`src/rtl/ckt_sweep_pkg.sv`:
```
// ----------------------------------------------------------------------------
// ckt_sweep_pkg
// Shared types and helpers for the exhaustive-sweep controller.
//   sweep_state_t : controller FSM states (IDLE, APPLY, SAMPLE, DONE)
//   N_IN_DEFAULT  : default number of circuit inputs
//   vec_max_t     : widest vector the Gray helper handles
//   num_vec()     : size of the input vector space, 2**n
//   to_gray()     : binary-reflected Gray encoding of a step index
// ----------------------------------------------------------------------------
package ckt_sweep_pkg;

    typedef enum logic [1:0] {
        IDLE   = 2'd0,
        APPLY  = 2'd1,
        SAMPLE = 2'd2,
        DONE   = 2'd3
    } sweep_state_t;

    localparam int N_IN_DEFAULT = 3;
    localparam int MAX_N_IN     = 16;

    typedef logic [MAX_N_IN-1:0] vec_max_t;

    function automatic int num_vec(input int n);
        return 1 << n;
    endfunction

    // Adjacent step indices map to vectors that differ in exactly one bit.
    function automatic vec_max_t to_gray(input vec_max_t b);
        return b ^ (b >> 1);
    endfunction

endpackage

```
`src/rtl/ckt_sweep_timer.sv`:
```
// ----------------------------------------------------------------------------
// ckt_sweep_timer
// Loadable down-counter used as the per-vector dwell timer. It stops at zero
// rather than wrapping, so the zero flag stays asserted until the next load.
//   i_clk      : clock, rising edge
//   i_rst      : asynchronous active-high reset (count -> 0)
//   i_load     : load i_load_val (takes priority over i_en)
//   i_load_val : value to load
//   i_en       : decrement by one while non-zero
//   o_zero     : count is zero
// ----------------------------------------------------------------------------
module ckt_sweep_timer #(
    parameter int W = 2
) (
    input  logic         i_clk,
    input  logic         i_rst,
    input  logic         i_load,
    input  logic [W-1:0] i_load_val,
    input  logic         i_en,
    output logic         o_zero
);

    localparam logic [W-1:0] CNT_ONE = W'(1);

    logic [W-1:0] r_count;

    // Count register: a load restarts the dwell, otherwise count down to zero.
    always_ff @(posedge i_clk or posedge i_rst) begin
        if (i_rst) begin
            r_count <= '0;
        end else if (i_load) begin
            r_count <= i_load_val;
        end else if (i_en && (r_count != '0)) begin
            r_count <= r_count - CNT_ONE;
        end
    end

    assign o_zero = (r_count == '0);

endmodule

```
`src/rtl/ckt_sweep_ctrl.sv`:
```
// ----------------------------------------------------------------------------
// ckt_sweep_ctrl
// Exhaustive sweep sequencer for a small N_IN-input combinational circuit.
// On start it walks every input vector, holds each for DWELL cycles, samples
// the circuit output for one further cycle, and builds the observed truth
// table, comparing it against EXPECTED as it goes.
//
// Configuration macro: SWEEP_GRAY_EN
//   defined   : vectors are applied in Gray order (one input toggles per step)
//   undefined : vectors are applied in binary order
// result, fail_vec and EXPECTED are always indexed by vector value.
//
// Ports:
//   i_clk        : clock, rising edge
//   i_rst        : asynchronous active-high reset
//   i_start      : begin a sweep (honoured only in IDLE or DONE)
//   i_abort      : cancel a sweep in progress
//   i_z_in       : output of the circuit under test
//   o_vec_out    : vector driven to the circuit (MSB = A2, LSB = C2)
//   o_busy       : sweep in progress (APPLY/SAMPLE)
//   o_done       : sweep complete, held until the next start
//   o_pass       : done with no mismatches
//   o_err_count  : number of mismatching vectors
//   o_fail_valid : at least one mismatch recorded
//   o_fail_vec   : first mismatching vector value
//   o_result     : captured truth table
// ----------------------------------------------------------------------------
module ckt_sweep_ctrl
    import ckt_sweep_pkg::*;
#(
    parameter int                  N_IN     = N_IN_DEFAULT,
    parameter int                  DWELL    = 4,
    parameter logic [2**N_IN-1:0]  EXPECTED = 8'hE8
) (
    input  logic                 i_clk,
    input  logic                 i_rst,
    input  logic                 i_start,
    input  logic                 i_abort,
    input  logic                 i_z_in,
    output logic [N_IN-1:0]      o_vec_out,
    output logic                 o_busy,
    output logic                 o_done,
    output logic                 o_pass,
    output logic [N_IN:0]        o_err_count,
    output logic                 o_fail_valid,
    output logic [N_IN-1:0]      o_fail_vec,
    output logic [2**N_IN-1:0]   o_result
);

    localparam int                NUM_VEC  = num_vec(N_IN);
    localparam int                CNT_W    = (DWELL > 1) ? $clog2(DWELL) : 1;
    localparam logic [CNT_W-1:0]  DWELL_LD = CNT_W'(DWELL - 1);
    localparam logic [N_IN-1:0]   LAST_IDX = N_IN'(NUM_VEC - 1);
    localparam logic [N_IN-1:0]   IDX_ONE  = N_IN'(1);
    localparam logic [N_IN:0]     ERR_ONE  = (N_IN+1)'(1);

    sweep_state_t           r_state;
    sweep_state_t           w_next_state;

    logic [N_IN-1:0]        r_index;
    logic [N_IN-1:0]        r_vec_out;
    logic [N_IN:0]          r_err_count;
    logic                   r_fail_valid;
    logic [N_IN-1:0]        r_fail_vec;
    logic [NUM_VEC-1:0]     r_result;

    logic                   w_idle_like;
    logic                   w_running;
    logic                   w_go;
    logic                   w_abort_run;
    logic                   w_capture;
    logic                   w_last;
    logic                   w_advance;
    logic                   w_mismatch;
    logic                   w_timer_load;
    logic                   w_timer_en;
    logic                   w_timer_zero;
    logic [N_IN-1:0]        w_next_index;
    logic [N_IN-1:0]        w_next_vec;

    assign w_idle_like  = (r_state == IDLE) || (r_state == DONE);
    assign w_running    = (r_state == APPLY) || (r_state == SAMPLE);
    // Abort blocks a simultaneous start and suppresses a same-cycle capture.
    assign w_go         = w_idle_like && i_start && !i_abort;
    assign w_abort_run  = w_running && i_abort;
    assign w_capture    = (r_state == SAMPLE) && !i_abort;
    assign w_last       = (r_index == LAST_IDX);
    assign w_advance    = w_capture && !w_last;
    assign w_mismatch   = (i_z_in != EXPECTED[r_vec_out]);
    assign w_next_index = r_index + IDX_ONE;

`ifdef SWEEP_GRAY_EN
    assign w_next_vec   = N_IN'(to_gray(vec_max_t'(w_next_index)));
`else
    assign w_next_vec   = w_next_index;
`endif

    // Dwell restarts on every new vector; it only counts while in APPLY.
    assign w_timer_load = w_go || w_advance;
    assign w_timer_en   = (r_state == APPLY);

    ckt_sweep_timer #(
        .W          (CNT_W)
    ) u_timer (
        .i_clk      (i_clk),
        .i_rst      (i_rst),
        .i_load     (w_timer_load),
        .i_load_val (DWELL_LD),
        .i_en       (w_timer_en),
        .o_zero     (w_timer_zero)
    );

    // State register.
    always_ff @(posedge i_clk or posedge i_rst) begin
        if (i_rst) begin
            r_state <= IDLE;
        end else begin
            r_state <= w_next_state;
        end
    end

    // Next-state logic.
    always_comb begin
        w_next_state = r_state;
        case (r_state)
            IDLE, DONE: begin
                if (w_go) begin
                    w_next_state = APPLY;
                end
            end
            APPLY: begin
                if (i_abort) begin
                    w_next_state = IDLE;
                end else if (w_timer_zero) begin
                    w_next_state = SAMPLE;
                end
            end
            SAMPLE: begin
                if (i_abort) begin
                    w_next_state = IDLE;
                end else if (w_last) begin
                    w_next_state = DONE;
                end else begin
                    w_next_state = APPLY;
                end
            end
            default: w_next_state = IDLE;
        endcase
    end

    // Status outputs decoded from the state.
    always_comb begin
        o_busy = 1'b0;
        o_done = 1'b0;
        o_pass = 1'b0;
        case (r_state)
            APPLY, SAMPLE: o_busy = 1'b1;
            DONE: begin
                o_done = 1'b1;
                o_pass = (r_err_count == '0);
            end
            default: ;
        endcase
    end

    // Sweep datapath. An abort only parks vec_out at zero; the partial
    // truth table and error record are left in place for debug.
    always_ff @(posedge i_clk or posedge i_rst) begin
        if (i_rst) begin
            r_index      <= '0;
            r_vec_out    <= '0;
            r_err_count  <= '0;
            r_fail_valid <= 1'b0;
            r_fail_vec   <= '0;
            r_result     <= '0;
        end else if (w_go) begin
            r_index      <= '0;
            r_vec_out    <= '0;
            r_err_count  <= '0;
            r_fail_valid <= 1'b0;
            r_fail_vec   <= '0;
            r_result     <= '0;
        end else if (w_abort_run) begin
            r_vec_out    <= '0;
        end else if (w_capture) begin
            r_result[r_vec_out] <= i_z_in;
            if (w_mismatch) begin
                r_err_count <= r_err_count + ERR_ONE;
                if (!r_fail_valid) begin
                    r_fail_valid <= 1'b1;
                    r_fail_vec   <= r_vec_out;
                end
            end
            if (!w_last) begin
                r_index   <= w_next_index;
                r_vec_out <= w_next_vec;
            end
        end
    end

    assign o_vec_out    = r_vec_out;
    assign o_err_count  = r_err_count;
    assign o_fail_valid = r_fail_valid;
    assign o_fail_vec   = r_fail_vec;
    assign o_result     = r_result;

endmodule

```
`config.mk`:
```
export PLATFORM = sky130hd
export DESIGN_NAME = ckt_sweep_ctrl
export DESIGN_NICKNAME = d
export VERILOG_FILES = /design/src/rtl/ckt_sweep_pkg.sv /design/src/rtl/ckt_sweep_timer.sv /design/src/rtl/ckt_sweep_ctrl.sv
export SDC_FILE = /design/constraint.sdc
export NUM_CORES = 1
export LEC_CHECK = 0
export CORE_ASPECT_RATIO = 0.9
export CORE_UTILIZATION = 55
export DETAILED_ROUTE_END_ITERATION = 10
export PLACE_DENSITY = 0.84
export SYNTH_ARGS = -nofsm -noshare
export SYNTH_HDL_FRONTEND = slang
export SYNTH_SLANG_ARGS = --single-unit
```
`constraint.sdc`:
```
create_clock -name i_clk -period 3.6 [get_ports i_clk]
set_input_delay 0.54 -clock i_clk [delete_from_list [all_inputs] [get_ports i_clk]]
set_output_delay 0.54 -clock i_clk [all_outputs]
set_load 0.05 [all_outputs]
```
# == Word-level counts from Yosys, hierarchy flattened ==
# Memory sizes are Yosys's and may differ from the RTL's.
# Index checks and enable logic that the tools add are counted.
# totals
ff_bits,26
latch_bits,0
ram_bits,0
mem_bits_ro,8
inputBits,5
output_inout_bits,22
wordCells,90
n_memories,1
# mem_list
memory,depth,word_bits,rd,rd_ports_with_merged_regs,wr,line,text
(name not given),8,1,1,0,0,ckt_sweep_ctrl.sv:89,assign w_mismatch = (i_z_in != EXPECTED[r_vec_out]);
# op_classes
add_sub_neg,3
multipliers,0
div_mod_pow,0
magnitude_cmp,2
eq_ne,11
n_shift,0
muxes,37
n_bitwise,0
n_reduce_logical,28
# op_table
cell,count
3-bit 2-to-1 mux,11
8-bit 2-to-1 mux,3
4-bit 2-to-1 mux,4
2-bit 2-to-1 mux,7
1-bit 2-to-1 mux,9
8-bit bitwise mux,1
2-bit nonzero test,4
1-bit logical AND,7
2-bit != test (second input constant),3
3-bit != test (second input constant),2
2-bit case mux with 3 select lines,1
2-bit AND reduction,3
3-bit AND reduction,2
4-bit by 1-bit adder with 4-bit output (second input constant),1
2-bit equality test (second input constant),2
2-bit logical NOT,2
4-bit logical NOT,1
3-bit by 4-bit < comparator with 1-bit output (second input constant),1
4-bit AND reduction,1
2-bit OR reduction,2
3-bit by 1-bit adder with 3-bit output (second input constant),1
1-bit demux with 3-bit select,1
3-bit equality test (second input constant),1
3-bit by 1-bit greater-or-equal comparator with 1-bit output (second input constant),1
other kinds (7),10

# == Longest topological paths before layout ==
# Gate-level depths: netlist of run 1.
# depth
depth_word,8
ltp_mapped,7
mapped_depth_nobuf,6

# == Cells and area by module ==
# A second synthesis of run 1 with hierarchy kept.
# unflattened
hier_cells,149
area_unflattened_um2,1448.9
# by_module_without_submodules
module,n_inst,cells_each,area_each_um2,seq_area_each_um2
ckt_sweep_ctrl,1,136,1313.8,600.6
ckt_sweep_timer,1,13,135.1,50.0

# == Worst setup path after synthesis of run 1 ==
# No wires, ideal clock.
# synth_timing
kind,reg-to-output
from,register r_state[1]
to,output port o_pass
arrival_ns,2.480
t_required_ns,3.060
slack_ns,0.580
stages_incl_launch_ff,3
n_path_buf,0
path_cell_list,dfrtp_1 -> ha_1 -> nor4bb_1
# synth_via
elab_chain_cells,2
# synth_lines
item,line,text
from (decl),ckt_sweep_ctrl.sv:57,sweep_state_t r_state;
from (signal assigned),ckt_sweep_ctrl.sv:118,r_state <= w_next_state;
2-bit equality test,ckt_sweep_ctrl.sv:156,case (r_state)
1-bit 2-to-1 mux,ckt_sweep_ctrl.sv:156,
to (decl),ckt_sweep_ctrl.sv:43,"output logic o_pass,"
# No other way between the ends.

# == Worst setup path in the final report of run 1 ==
# layout_timing
from,register r_state[0]
to,output port o_busy
# layout_via
elab_chain_cells,3
word_cells_on_any_way,4
cone_classes,eq/ne: 2; mux: 1; reduce/logical: 1
# layout_lines
item,line,text
2-bit equality test / 2-bit by 1-bit equality test with 1-bit output (equally long branches),ckt_sweep_ctrl.sv:156,
2-bit OR reduction (*),ckt_sweep_ctrl.sv:156,
1-bit 2-to-1 mux (*),ckt_sweep_ctrl.sv:156,
to (decl),ckt_sweep_ctrl.sv:41,"output logic o_busy,"
# Every way passes the cells marked *; elsewhere a longest branch is shown, timed or not.

==> summary.md, run 1 <==
| Metric | Value |
|---|---|
| Outcome | finished, final reports clean |
| CTS tree | yes |
| Period minus WS final | 2.64 ns |
| Reg2reg end | o_err_count[1] |
| Syn_area_per_cell | roughly 10 sq um |
| Synth cell count leaders | dfrtp_1, nor2_1, mux2i_1 |
| Comb pwr share | 0.425 |
| Cts bufs inserted | 3 |
| Share of cells above drive strength 1 | 0.0559 |
| Die height | 50.1 um |
| Synth Register Bits | 26 |
| Achievable frequency | roughly 0.38 GHz |
| Switching power | ~0.00042 W |
| Vias in the first global route | 1104 |
| # Post-CTS Setup Buffers | 0 |
| Most common cell in the netlist | dfrtp_1 |
| Headroom to the max-slew limit | 0.343 |
| Final ANT Viol Nets | 0 |
| Worst setup path class | register to primary output |
| Wire length per cell | 14.4 um |
| RD Place Congestion | 0.834 |
| Worst setup path startpoint | r_state[0] |
| Max_cap viols | 0 |
| Fin crit share | 0.735 |
| Area post-placement | 1670 sq um |
| Buffers on Ports | 26 |
| LEAKAGE | 0.786 nW |
| Reg2reg start | r_state[0] |
| HPWL after detailed placement | about 1900 um |
| Worst Path Arrival | 2.10 ns |
| CP dominant cell by count | inv_1 |
| Largest net degree at the start of global routing | 27 |
| Core area | about 2400 sq um |
| Most used DFF post-synth | dfrtp_1 |
| Critical path buffers and inverters | 3 |
| Cell Rows | 17 |
| Synth async-reset ratio | 1.00 |
| Clk_lat worst skew | 0.33 ns |
| CTS max path bufs | 2 |
| Synthesized cell area | ~1400 sq um |
| Cts repair resizes | 0 |
| Top-area cell type share of the netlist area | 0.461 |
| Initial antenna violation count | 0 |
| Leading area contributor after synthesis | dfrtp_1 |
| Share of the yosys chip area belonging to registers | 0.461 |
| CP endpoint kind | primary output |
| Initial core utilization | 0.577 |
| P&R area growth vs syn | 22.3% |
| Flop pwr share | 0.380 |
| Fin area | 1730 sq um |
| Drt initial violations | 18 |
| Peak supply drop | 0.000418 V |
| Final setup violation count | 0 |
| Area contributors post-synth | dfrtp_1, mux2i_1, ha_1 |
| Final wirelength | ~2700 um |
| Switching Share | 0.409 |
| Max-slew violations | 0 |
| Yosys cell types | 34 |
| H-tree depth | 1 |
| Detailed-route via count | 1064 |
| Setup TNS | 0 ns |
| Syn. warnings | 0 |
| Syn Inst Count | approximately 140 |
| Hold-critical path depth | 2 |
| Delay-heaviest family, CP | buffers and inverters |
| DRC viols | 0 |
| Clock share of power | 0.195 |
| Crit path cell chain | inv_1, ha_1, inv_1, clkdlybuf4s50_1 |
| # IOs | 27 |
| Int Power | 0.000610 W |
| Register-to-register setup slack | 1.69 ns |
| Die width | 55.4 um |
| Fin. Hold Viols | 0 |
| Critical path launch point type | register |
| Class of the worst hold path | register to register |
| Antenna cells | 0 |
| Final hold slack | 0.540 ns |
| First-pass iteration count of the detailed router | 4 |
| CP max-delay cell | clkdlybuf4s50_1 |
| Worst slew pin tran | 0.984 ns |
| Syn_nets | 151 |
| GRT Util Overall | 0.228 |
| Post-CTS Hold Buffers | 0 |
| Worst-path clk slew | 0.14 ns |
| Full die area | 2770 sq um |
| Clock sinks | 26 |
| Hold EP | r_index[0] |
| Pwr/cell area | ~600 nW/um^2 |
| CP Max Fanout | 6 |
| Hold Startpoint | r_index[0] |
| Max Clock Skew | around 0.010 ns |
| EDFF count, synth | 0 |
| Worst R2R Path Depth | 6 |
| Root buf cell | clkbuf_4 |
| GRT overflow | 0 |
| CP max stage delay | between 0.8 and 0.9 ns |
| RSZ-0062 raised after global routing | false |
| Avg Vias per Cell | 5.63 |
| Worst EP required | a little over 3 ns |
| Final Net Count | 175 |
| First-pass GRT wire length | 4960 um |
## power by group through the flow
| stage | Sequential [W] | Combinational [W] | Clock (W) |
|---|---|---|---|
| 6_report | 0.000393 | 0.000438 | 0.000201 |
| 5_1_grt | 0.000402 | 0.000484 | 0.000215 |
| 4_1_cts | 0.000393 | 0.000442 | 0.000202 |
| 3_5_place_dp | 0.000399 | 0.000439 | 0 |
| 3_3_place_gp | 0.000393 | 0.000425 | 0 |
| 2_1_floorplan | 0.000457 | 0.000256 | 0 |
## tightest hold or removal path: cells and delay by family (launching register included)
family | cells | cell delay [ns]
flops | 1 | 0.40
simple gates | 2 | 0.12
## layer usage
metal	routed length (um)	global-route usage
met1	1250	0.281
met2	1380	0.394
met3	81	0.0551
met4	21	0.0792
met5	0	0
## kinds of logic (layout without fill, tap and decap cells)
kind of cell | Yosys count | after routing | share of synthesized area
AND/OR/NAND/NOR | 51 | 51 | 0.195
adder cells (fa/ha/maj) | 9 | 9 | 0.0789
XOR/XNOR | 2 | 2 | 0.0124
multiplexers | 13 | 13 | 0.104
buffers and inverters | 17 | 40 | 0.0505
flip-flops | 26 | 26 | 0.461
AO/OA/AOI/OAI | 20 | 20 | 0.0984
## layout by cell type (no fill, tap or decap), drive strengths merged, types with 2 or more instances in the layout
cell type,netlist,final
clkdlybuf4s50,0,26
dfrtp,26,26
nor2,18,18
mux2i,13,13
inv,10,10
nand2,9,9
ha,8,8
a22o,5,5
nand2b,4,4
a21oi,4,4
nor3,4,4
o21ai,4,4
nor4b,3,3
clkbuf,3,3
nor3b,3,3
a21boi,2,2
nand3,2,2
nor4bb,2,2
nand3b,2,2
xnor2,2,2
## state kept, by name, summed over array words and instances (netlist names)
name / flops
o_vec_out: 3
r_state: 2
o_err_count: 4
o_fail_valid: 1
u_timer.r_count: 2
o_fail_vec: 3
r_index: 3
o_result: 8
## metrics by stage
stage	total power [W]	util	instances	setup WS, ns
5_1_grt	0.00110	0.705	189	0.786
2_1_floorplan	0.000714	-	138	0.580
6_report	0.00103	0.705	189	0.955
3_5_place_dp	0.000838	0.684	185	1.25
3_3_place_gp	0.000818	0.684	185	1.33
4_1_cts	0.00104	0.705	189	0.943
## final cells by class
type	instances	area [sq um]
Inverter	10	37.5
Multi-Input combinational cell	95	689
Tap cell	28	35.0
Fill cell	180	721
Clock inverter	1	30.0
Sequential cell	26	651
Clock buffer	3	22.5
Timing Repair Buffer	26	260
## worst max path at each step
stage	endpoint	slack, ns	depth (start not counted)
6_report	o_busy	0.96	4
5_1_grt	o_pass	0.79	3
4_1_cts	o_busy	0.94	4
3_5_place_dp	o_err_count[3]	1.25	5
3_3_place_gp	o_err_count[3]	1.33	5
2_1_floorplan	o_pass	0.58	2
(Power assumes the default switching activity.)
==> run 2, diff against run 1 <==
- CORE_UTILIZATION: 55 -> 51
- PLACE_DENSITY: 0.84 -> 0.79
- clock period: 3.6 -> 2.5 ns (I/O delays scaled with it)
==> run 2 against run 1 <==
  * The flow now finishes with violations (design-rule violations)
  * Critical endpoint is now o_vec_out[2]
  * Die area up 7.5%
  * Global-route usage shrank 2.3 points
  * Non-clock buffer count is 3 higher
  * Count of clock-buffer cells in the layout is the same
  * First-iteration DRC count grew to 2.7 times the previous value
  * Total power grew 44%
  * Largest cell class unchanged
  * Highest routed layer unchanged
==> summary.md, run 2 (same netlist as run 1, synthesis figures left out) <==
| Metric | Value |
|---|---|
| Cts bufs inserted | 3 (unchanged) |
| Avg Vias per Cell | 5.54 (-1.6%) |
| Flop pwr share | 0.380 (about the same) |
| Vias in the first global route | 1049 (-5.0%) |
| Fin area | 1760 sq um (+2.0%) |
| Delay-heaviest family, CP | buffers and inverters |
| RSZ-0062 raised after global routing | false |
| Largest net degree at the start of global routing | 27 (unchanged) |
| Comb pwr share | 0.428 (+0.003) |
| Int Power | 0.000886 W (+45%) |
| Failing checks | design-rule violations |
| H-tree depth | 1 (unchanged) |
| Max_cap viols | 0 (unchanged) |
| Drt initial violations | 49 (+31) |
| Peak supply drop | 0.000638 V (+52%) |
| Commonest non-fill, non-tap cell in the layout | dfrtp_1 |
| RD Place Congestion | 0.799 (-4.2%) |
| Core area | 2530 sq um (+3.5%) |
| Detailed-route via count | 1064 (unchanged) |
| Final Net Count | 178 (+1.7%) |
| Cell Rows | 17 (unchanged) |
| Register-to-register setup slack | 0.59 ns (-1.10 ns) |
| Utilization of the core after routing | 0.695 (-0.0104) |
| Worst setup path end | o_vec_out[2] |
| Most Crowded Layer GR | met2 |
| Crit path cell chain | clkdlybuf4s50_1 |
| Fin crit share | 0.860 |
| Grt met3 use | 0.0522 (-0.00288) |
| First-pass iteration count of the detailed router | 7 (+3) |
| Full die area | 2980 sq um (+7.5%) |
| Antenna cells | 0 (unchanged) |
| Initial core utilization | 0.558 (-0.0194) |
| Worst EP required | 2.12 ns (-0.94 ns) |
| CTS tree | yes |
| Outcome | complete, but fails checks |
| GRT overflow | 0 (unchanged) |
| Die height | 51.9 um (+3.7%) |
| Worst R2R Path Depth | 6 (unchanged) |
| CP max-delay cell | clkdlybuf4s50_1 |
| Switching Share | 0.405 (-0.00346) |
| Worst Path Arrival | 1.78 ns (-0.32 ns) |
| Grt met2 use | 0.360 (-0.0331) |
| Class of the worst hold path | input pin to async pin |
| Clock share of power | 0.193 (-0.002) |
| Worst setup path class | register to primary output |
| LEAKAGE | 0.832 nW (+5.9%) |
| CP Max Fanout | 11 (+5) |
| Root buf cell | clkbuf_4 |
| Final setup violation count | 0 (unchanged) |
| CTS max path bufs | 2 (unchanged) |
| Setup TNS | 0 ns (unchanged) |
| Headroom to the max-slew limit | 0.663 (+0.320) |
| Reg2reg end | o_err_count[3] |
| Wire length per cell | 14.0 um (-3.1%) |
| Switching power | 0.000604 W (+43%) |
| Worst-path clk slew | 0.14 ns (about the same) |
| Clk_lat worst skew | 0.32 ns (about the same) |
| Initial antenna violation count | 0 (unchanged) |
| First-pass GRT wire length | 4560 um (-8.1%) |
| Final ANT Viol Nets | 0 (unchanged) |
| Achievable frequency | 0.465 GHz |
| Die width | 57.5 um (+3.7%) |
| Critical path buffers and inverters | 1 (-2) |
| P&R area growth vs syn | 24.6% |
| GRT Util Overall | 0.205 (-0.0233) |
| Final hold slack | 0.384 ns (-0.156 ns) |
| HPWL after detailed placement | 1970 um (+1.4%) |
| Fin. Hold Viols | 0 (unchanged) |
| Clock sinks | 26 (unchanged) |
| # Post-CTS Setup Buffers | 0 (unchanged) |
| Met1 Use GR | 0.252 (-0.0290) |
| Max reg flops | 8 (unchanged) |
| # IOs | 27 (unchanged) |
| CP endpoint kind | primary output |
| Reg2reg start | r_state[0] |
| Critical path launch point type | register |
| Most frequent cells in the layout | dfrtp_1, clkdlybuf4s50_1, nor2_1, mux2i_1, inv_1 |
| Total power | 0.00149 W (+44%) |
| Max Clock Skew | 0.00259 ns (-0.00790 ns) |
| Share of cells above drive strength 1 | 0.0793 (+0.0234) |
| DRC viols | 3 (+3) |
| CP max stage delay | 0.87 ns (+0.06 ns) |
| Worst setup path startpoint | o_vec_out[2] |
| Pwr/cell area | 847 nW/um^2 (+42%) |
| Final wirelength | 2690 um (-1.5%) |
| Max-slew violations | 0 (unchanged) |
| Buffers on Ports | 26 (unchanged) |
| Area post-placement | 1700 sq um (+1.7%) |
| Crit path depth | 1 (-3) |
| Worst slew pin tran | 0.504 ns (-0.480 ns) |
| Period minus WS final | 2.15 ns |
-- run 2: changes by cell type in the layout (fill, tap and decap cells not counted), sizes merged --
cell | previous run | this run
clkdlybuf4s50 | 26 | 24
dlymetal6s2s | 0 | 2
buf | 0 | 3
-- run 2: worst min-delay path by stage --
stage	end	slack [ns]	start
2_1_floorplan	o_err_count[0]	0.42	i_rst
3_3_place_gp	r_index[1]	0.49	r_index[1]
3_5_place_dp	r_index[1]	0.49	r_index[1]
4_1_cts	u_timer.r_count[0]	0.39	i_rst
5_1_grt	o_err_count[2]	0.41	i_rst
6_report	o_err_count[2]	0.38	i_rst
-- run 2: repair_timing --
item,in CTS,in global routing
hold buffers,0,0
endpoints found under the setup margin,0,2
gates resized for setup,0,2
-- run 2: final cells by class --
type | instances | area, sq um
repair buffers | 29 | 288
clock inverters | 1 | 30.0
flip-flops and latches | 26 | 651
clock buffers | 3 | 22.5
fillers | 202 | 772
inverters | 10 | 37.5
well taps | 28 | 35.0
multi-input cells | 95 | 696
-- run 2: power by group through the flow --
stage | Sequential, W | Combinational, W | Clock, W
floorplan | 0.000658 | 0.000372 | 0
global placement | 0.000567 | 0.000627 | 0
detailed placement | 0.000574 | 0.000639 | 0
CTS | 0.000565 | 0.000643 | 0.000296
global route | 0.000577 | 0.000703 | 0.000309
finish | 0.000566 | 0.000637 | 0.000287
-- run 2: worst reg2reg max path, delay by kind of cell, from the launching register on --
kind	cells	cell delay, ns
DFF	1	0.44
buffers and inverters	1	0.07
AOI/OAI and AO/OA	2	0.32
muxes	1	0.26
adders and majority gates	1	0.31
and+or+nand+nor	1	0.42
-- run 2: per-layer routing --
metal | part of all wire | vias to the layer above
met5 | 0 | -
met4 | 0.012 | 0
met3 | 0.039 | 4
met2 | 0.50 | 24
met1 | 0.45 | 508
li1 | - | 528
-- run 2: through the flow --
step | cells | worst slack (ns)
after floorplan | 138 | 0.151
after global placement | 188 | 0.393
after detailed placement | 188 | 0.332
after CTS | 192 | 0.0281
after global routing | 192 | 0.265
final | 192 | 0.349
